===== config.mk =====
export PLATFORM = sky130hd
export DESIGN_NAME = regfile_wb_scheduler
export DESIGN_NICKNAME = d
export VERILOG_FILES = /design/src/rtl/regfile_wb_scheduler.sv
export SDC_FILE = /design/constraint.sdc
export NUM_CORES = 1
export LEC_CHECK = 0
export CAP_MARGIN = 40
export CORE_MARGIN = 1.5
export CORE_UTILIZATION = 48
export CTS_CLUSTER_DIAMETER = 80
export DETAILED_ROUTE_END_ITERATION = 8
export HOLD_SLACK_MARGIN = 0.03
export PLACE_DENSITY = 0.95
export SYNTH_ARGS = -nofsm -noshare
export SYNTH_HDL_FRONTEND = slang
export SYNTH_SLANG_ARGS = --single-unit

===== constraint.sdc =====
create_clock -name clk -period 4.3 [get_ports clk]
set_input_delay 0.43 -clock clk [delete_from_list [all_inputs] [get_ports clk]]
set_output_delay 0.43 -clock clk [all_outputs]
set_load 0.01 [all_outputs]

===== src/rtl/regfile_wb_scheduler.sv =====
// ============================================================================
// Module   : regfile_wb_scheduler
// Purpose  : Shares the single register-file write port between the ALU (A)
//            and memory/load (M) writeback requesters. It also keeps a
//            per-register pending-write scoreboard that decode uses to detect
//            RAW/WAW hazards.
// Options  : WB_FIXED_PRIO_EN - when defined, M always beats A and no
//            last-grant state is kept. The default build uses round-robin.
// Ports    : clk, rst                       clock, synchronous active-high reset
//            a_valid_i/a_ready_o/a_addr_i/a_data_i   requester A handshake
//            m_valid_i/m_ready_o/m_addr_i/m_data_i   requester M handshake
//            iss_valid_i/iss_addr_i/iss_ready_o      decode destination issue
//            rs_addr_i/rt_addr_i/rs_busy_o/rt_busy_o source hazard queries
//            wr_en_o/wr_addr_o/wr_data_o             register-file write port
//            busy_vec_o                              scoreboard contents
// Revision : 1.0 - initial release
// ============================================================================
`default_nettype none

module regfile_wb_scheduler #(
  parameter int DATA_W = 32,
  parameter int ADDR_W = 5,
  parameter int NREG   = 32
) (
  input  logic              clk,
  input  logic              rst,
  input  logic              a_valid_i,
  output logic              a_ready_o,
  input  logic [ADDR_W-1:0] a_addr_i,
  input  logic [DATA_W-1:0] a_data_i,
  input  logic              m_valid_i,
  output logic              m_ready_o,
  input  logic [ADDR_W-1:0] m_addr_i,
  input  logic [DATA_W-1:0] m_data_i,
  input  logic              iss_valid_i,
  input  logic [ADDR_W-1:0] iss_addr_i,
  output logic              iss_ready_o,
  input  logic [ADDR_W-1:0] rs_addr_i,
  input  logic [ADDR_W-1:0] rt_addr_i,
  output logic              rs_busy_o,
  output logic              rt_busy_o,
  output logic              wr_en_o,
  output logic [ADDR_W-1:0] wr_addr_o,
  output logic [DATA_W-1:0] wr_data_o,
  output logic [NREG-1:0]   busy_vec_o
);

  logic              wr_en_q;
  logic [ADDR_W-1:0] wr_addr_q;
  logic [DATA_W-1:0] wr_data_q;
  logic [NREG-1:0]   busy_q;
  logic [NREG-1:0]   busy_d;

  logic              w_grant_a;
  logic              w_grant_m;
  logic              w_xfer;
  logic [ADDR_W-1:0] w_sel_addr;
  logic [DATA_W-1:0] w_sel_data;

`ifdef WB_FIXED_PRIO_EN
  // M always wins; A only proceeds when M is idle.
  always_comb begin
    w_grant_m = m_valid_i;
    w_grant_a = a_valid_i && !m_valid_i;
  end
`else
  // 1 = M was granted most recently. The reset value is A, so M wins the
  // first tie.
  logic last_grant_m_q;

  // On a tie, grant whichever requester was not granted last.
  always_comb begin
    w_grant_m = m_valid_i && (!a_valid_i || !last_grant_m_q);
    w_grant_a = a_valid_i && (!m_valid_i ||  last_grant_m_q);
  end

  always_ff @(posedge clk) begin
    if (rst) begin
      last_grant_m_q <= 1'b0;
    end else if (w_grant_a || w_grant_m) begin
      last_grant_m_q <= w_grant_m;
    end
  end
`endif

  assign a_ready_o  = w_grant_a;
  assign m_ready_o  = w_grant_m;
  assign w_xfer     = w_grant_a || w_grant_m;
  assign w_sel_addr = w_grant_m ? m_addr_i : a_addr_i;
  assign w_sel_data = w_grant_m ? m_data_i : a_data_i;

  // Register 0 is hard-wired, so its entry is never set. That makes issues
  // to address 0 always ready, and source queries of address 0 read 0.
  assign iss_ready_o = !busy_q[iss_addr_i];
  assign rs_busy_o   = busy_q[rs_addr_i];
  assign rt_busy_o   = busy_q[rt_addr_i];

  // The clear happens on the commit edge, so decode keeps seeing busy until
  // the register file actually holds the value. A same-address clear and set
  // cannot coincide, because the issue is stalled while the bit is set.
  always_comb begin
    busy_d = busy_q;
    if (wr_en_q) begin
      busy_d[wr_addr_q] = 1'b0;
    end
    if (iss_valid_i && iss_ready_o && (iss_addr_i != '0)) begin
      busy_d[iss_addr_i] = 1'b1;
    end
  end

  // Registered output stage. A handshake to register 0 completes but does
  // not assert the write enable, which discards it.
  always_ff @(posedge clk) begin
    if (rst) begin
      wr_en_q   <= 1'b0;
      wr_addr_q <= '0;
      wr_data_q <= '0;
      busy_q    <= '0;
    end else begin
      wr_en_q <= w_xfer && (w_sel_addr != '0);
      if (w_xfer) begin
        wr_addr_q <= w_sel_addr;
        wr_data_q <= w_sel_data;
      end
      busy_q <= busy_d;
    end
  end

  assign wr_en_o    = wr_en_q;
  assign wr_addr_o  = wr_addr_q;
  assign wr_data_o  = wr_data_q;
  assign busy_vec_o = busy_q;

endmodule

`default_nettype wire

# Word level (Yosys, flattened, before mapping)

Index checks and enable logic that the tools add are counted.

Register bits: 71
Input port bits: 94
Output and inout port bits: 75
Word-level logic and storage cells: 44

Magnitude comparators: 6
Muxes and demuxes: 14
Bitwise operators: 3
Reductions and logical operators: 16

Operators with widths:

| operator                                                          | count |
|---|---|
| 2-to-1 mux 32 bit                                                 | 3 |
| bitwise AND 32 bit                                                | 1 |
| NOT 32 bit                                                        | 1 |
| OR 32 bit                                                         | 1 |
| < comparator 5 x 6 -> 1 bit, second input constant                | 4 |
| binary-select mux 1 bit (select 5 bit)                            | 3 |
| demux 1 bit (select 5 bit)                                        | 2 |
| greater-or-equal comparator 5 x 1 -> 1 bit, second input constant | 2 |
| nonzero test 5 bit                                                | 2 |
| logical AND 1 bit                                                 | 7 |
| 2-to-1 mux 1 bit                                                  | 5 |
| 2-to-1 mux 5 bit                                                  | 1 |
| zero test 1 bit                                                   | 4 |
| logical OR 1 bit                                                  | 3 |

# Longest topological paths before layout

Depth in word-level cells: 9
Mapped depth: 6
Depth with buffers taken out: 5

# Worst setup path before layout

OpenSTA, ideal clock, no wires.

Path kind: input -> output
Start point: input port iss_addr_i[0]
End point: output port iss_ready_o
Data arrival time: 1775 ps
Setup slack: 2095 ps
Stages: 5
Path buffers: 1
Cells stage by stage: buf_6 -> mux4_2 -> mux2_2 -> a221oi_2 -> o211a_1

Longest elaborated chain between the ends: 3

RTL lines:

| element                                | RTL line | text |
|---|---|---|
| start: declaration                     | 36       | `input logic [ADDR_W-1:0] iss_addr_i,` |
| binary-select mux 1 bit (select 5 bit) | 94       | `assign iss_ready_o = !busy_q[iss_addr_i];` |
| 2-to-1 mux 1 bit (not written as such) | 94       |  |
| zero test 1 bit                        | 94       |  |
| end: declaration                       | 37       | `output logic iss_ready_o,` |

Every way passes these cells. The select of a mux whose other input is x is not followed.

# Worst setup path in the final report

Same ends and word-level chain as after synthesis.

==> metrics.txt <==
Routed Antenna Nets=0; CTS tree=done; NumNets Final=734; Fillers=625; CTS buffer count=9; Worst Hold End=last_grant_m_q; hpwl dp=10400 microns; vias per cell=6.17; Root Buffer=clkbuf_8; final design utilization=0.714; post-synthesis cell type count=37; detailed-route DRC error count=0; CTS Sinks=71; Crit Path Max Fanout=15; cell depth of the worst flop-to-flop path=6; total track usage=0.298; most frequent cells in the layout=clkdlybuf4s50_1, nor2_1, dfxtp_1; WS Path Type=primary input to primary output; antenna cells=0; outcome=finished clean; r2r startpoint=last_grant_m_q; Critical Path End Type=primary output; via count=4644; Placed Cells=737; vias in the first global route=4643; Leak=2.24 nW; Setup Total Neg Slack=0 ns; Core Area=8760 sq um; reg-to-reg critical path endpoint=wr_data_o[7]; H-tree levels=3; final cell count without fillers=753; die height=98.5 microns; Crit. Startpoint=iss_addr_i[0]; Final Hold Violating Endpoints=0; CP arrival=2.89 ns; PostCTS Resize Cnt=0; Cells after Synth=495; RePlAce Congestion=0.899; layout cells sized above 1=0.135; MaxCap Viol Count=0; first-pass GRT wire length=23300 microns; Final Routed Wirelength=14500 microns; VDD IR max=0.282 mV; clock-pin transition on the worst setup and hold timing paths=0.08 ns; multi-input logic area=2770 sq um; RSZ-0062 raised after global routing=no; clk_skew=0.0163 ns; Initial Utilization=0.499; Post-Syn Area=4380 sq um; Area contributors post-synth=dfxtp_1, mux4_2, mux2_2; Setup Viol. Count Final=0; Slew @ Worst Pin=0.687 ns; synthesized flop and latch total=71; WHS=0.477 ns; die footprint=9700 sq um; Worst EP required=3.87 ns; post-synth net total=589; Setup Buffers After CTS=0; PD cells=266 nW/um^2; Yosys top cell by area=dfxtp_1; die extent in x=98.5 microns; FF-to-FF setup slack=2.45 ns; Iter 0 DRT Violations=361; Top Ports=169; standard-cell rows=34; hold_buf cts=0; most common cell after layout, fill and taps aside=clkdlybuf4s50_1; Area growth syn-to-layout=43.0%; grt ovf=0; CP startpoint kind=primary input; Sequential cell area=1420 sq um; crit share post-route=0.772; crit path time final=3.32 ns; Slew HR=0.542; post-synth top area share=0.325; synthesized area per cell=8.84 sq um; largest net degree at the start of global routing=63; Max Fclk=301 MHz; YS warnings=0; CTS max path bufs=2; HP Class=primary input to flop; clk_lat worst skew=0.35 ns; DR WL/cell=19.2 microns; DRT Pass-1 Iters=6; Hold Path Cell Cnt=3; Seq/Total Area, Yosys=0.325; Slew Limit Fails=0; Hold Crit Start=m_valid_i; initial antenna violation count=0; PortBufs=168
worst max-delay path by stage:
stage	end	slack (ns)	cells past startpoint
6_report	iss_ready_o	0.98	7
5_1_grt	iss_ready_o	0.92	7
4_1_cts	iss_ready_o	0.99	7
3_5_place_dp	iss_ready_o	1.01	7
3_3_place_gp	iss_ready_o	1.08	6
2_1_floorplan	iss_ready_o	2.09	5
flip-flops by register name (all words and copies together) (netlist names):
name	cells
last_grant_m_q	1
wr_en_o	1
wr_addr_o	5
busy_vec_o	32
wr_data_o	32
Yosys cell counts:
master	number
nand2_1	32
nor2_1	72
nor2b_1	14
nand3_1	6
a221oi_2	1
inv_1	2
mux4_2	20
clkbuf_1	28
or4_4	2
or2_2	1
o21ai_0	37
a211o_1	2
or3_1	1
or4b_2	1
and3b_1	2
a22oi_1	1
buf_6	1
nor4b_2	1
mux2i_1	16
nand3b_1	18
buf_1	2
a21oi_1	12
o21ai_1	8
a311oi_1	5
or4_1	3
o221ai_1	1
nand2b_1	11
mux2_2	33
and3_1	2
o211a_1	1
nor3_1	3
mux4_1	2
or3b_2	3
dfxtp_1	71
nor3b_1	38
nor4_1	32
buf_2	10
cell families (layout without fill, tap and decap cells):
family,after synthesis,in the layout,synth area share
flops,71,71,0.325
buf+inv,43,193,0.0415
mux,71,71,0.236
compound gates,68,68,0.0886
simple gates,242,242,0.309
worst max-delay path: stages:
cell             delay (ns)
clkdlybuf4s50_1        0.60
buf_4                  0.27
mux4_1                 0.60
nand3_1                0.11
and3_1                 0.16
o211a_1                0.16
clkdlybuf4s50_1        0.54
metal layers:
metal	up-vias	track usage	part of all wire
met3	34	0.0801	0.12
li1	2116	-	-
met4	0	0.0953	0.022
met2	319	0.509	0.48
met1	2175	0.367	0.38
met5	-	0	0
metrics by stage:
step | power (mW) | worst slack [ns] | area (sq um)
2_1_floorplan | 0.925 | 2.09 | 4380
3_3_place_gp | 1.11 | 1.08 | 6060
6_report | 1.66 | 0.979 | 6260
4_1_cts | 1.66 | 0.992 | 6260
3_5_place_dp | 1.13 | 1.01 | 6060
5_1_grt | 1.72 | 0.924 | 6260
cell type report:
type,instances,area share
clock buffer,9,0.0198
clock inverter,7,0.0114
inverter,2,0.00120
multi-input combinational,381,0.443
sequential,71,0.227
tap,108,0.0216
timing repair buffer,175,0.276
where the power goes:
group          switching, mW  internal, mW
logic                  0.174         0.224
clock network          0.271         0.269
registers             0.0326         0.692
(Power assumes the default switching activity.)
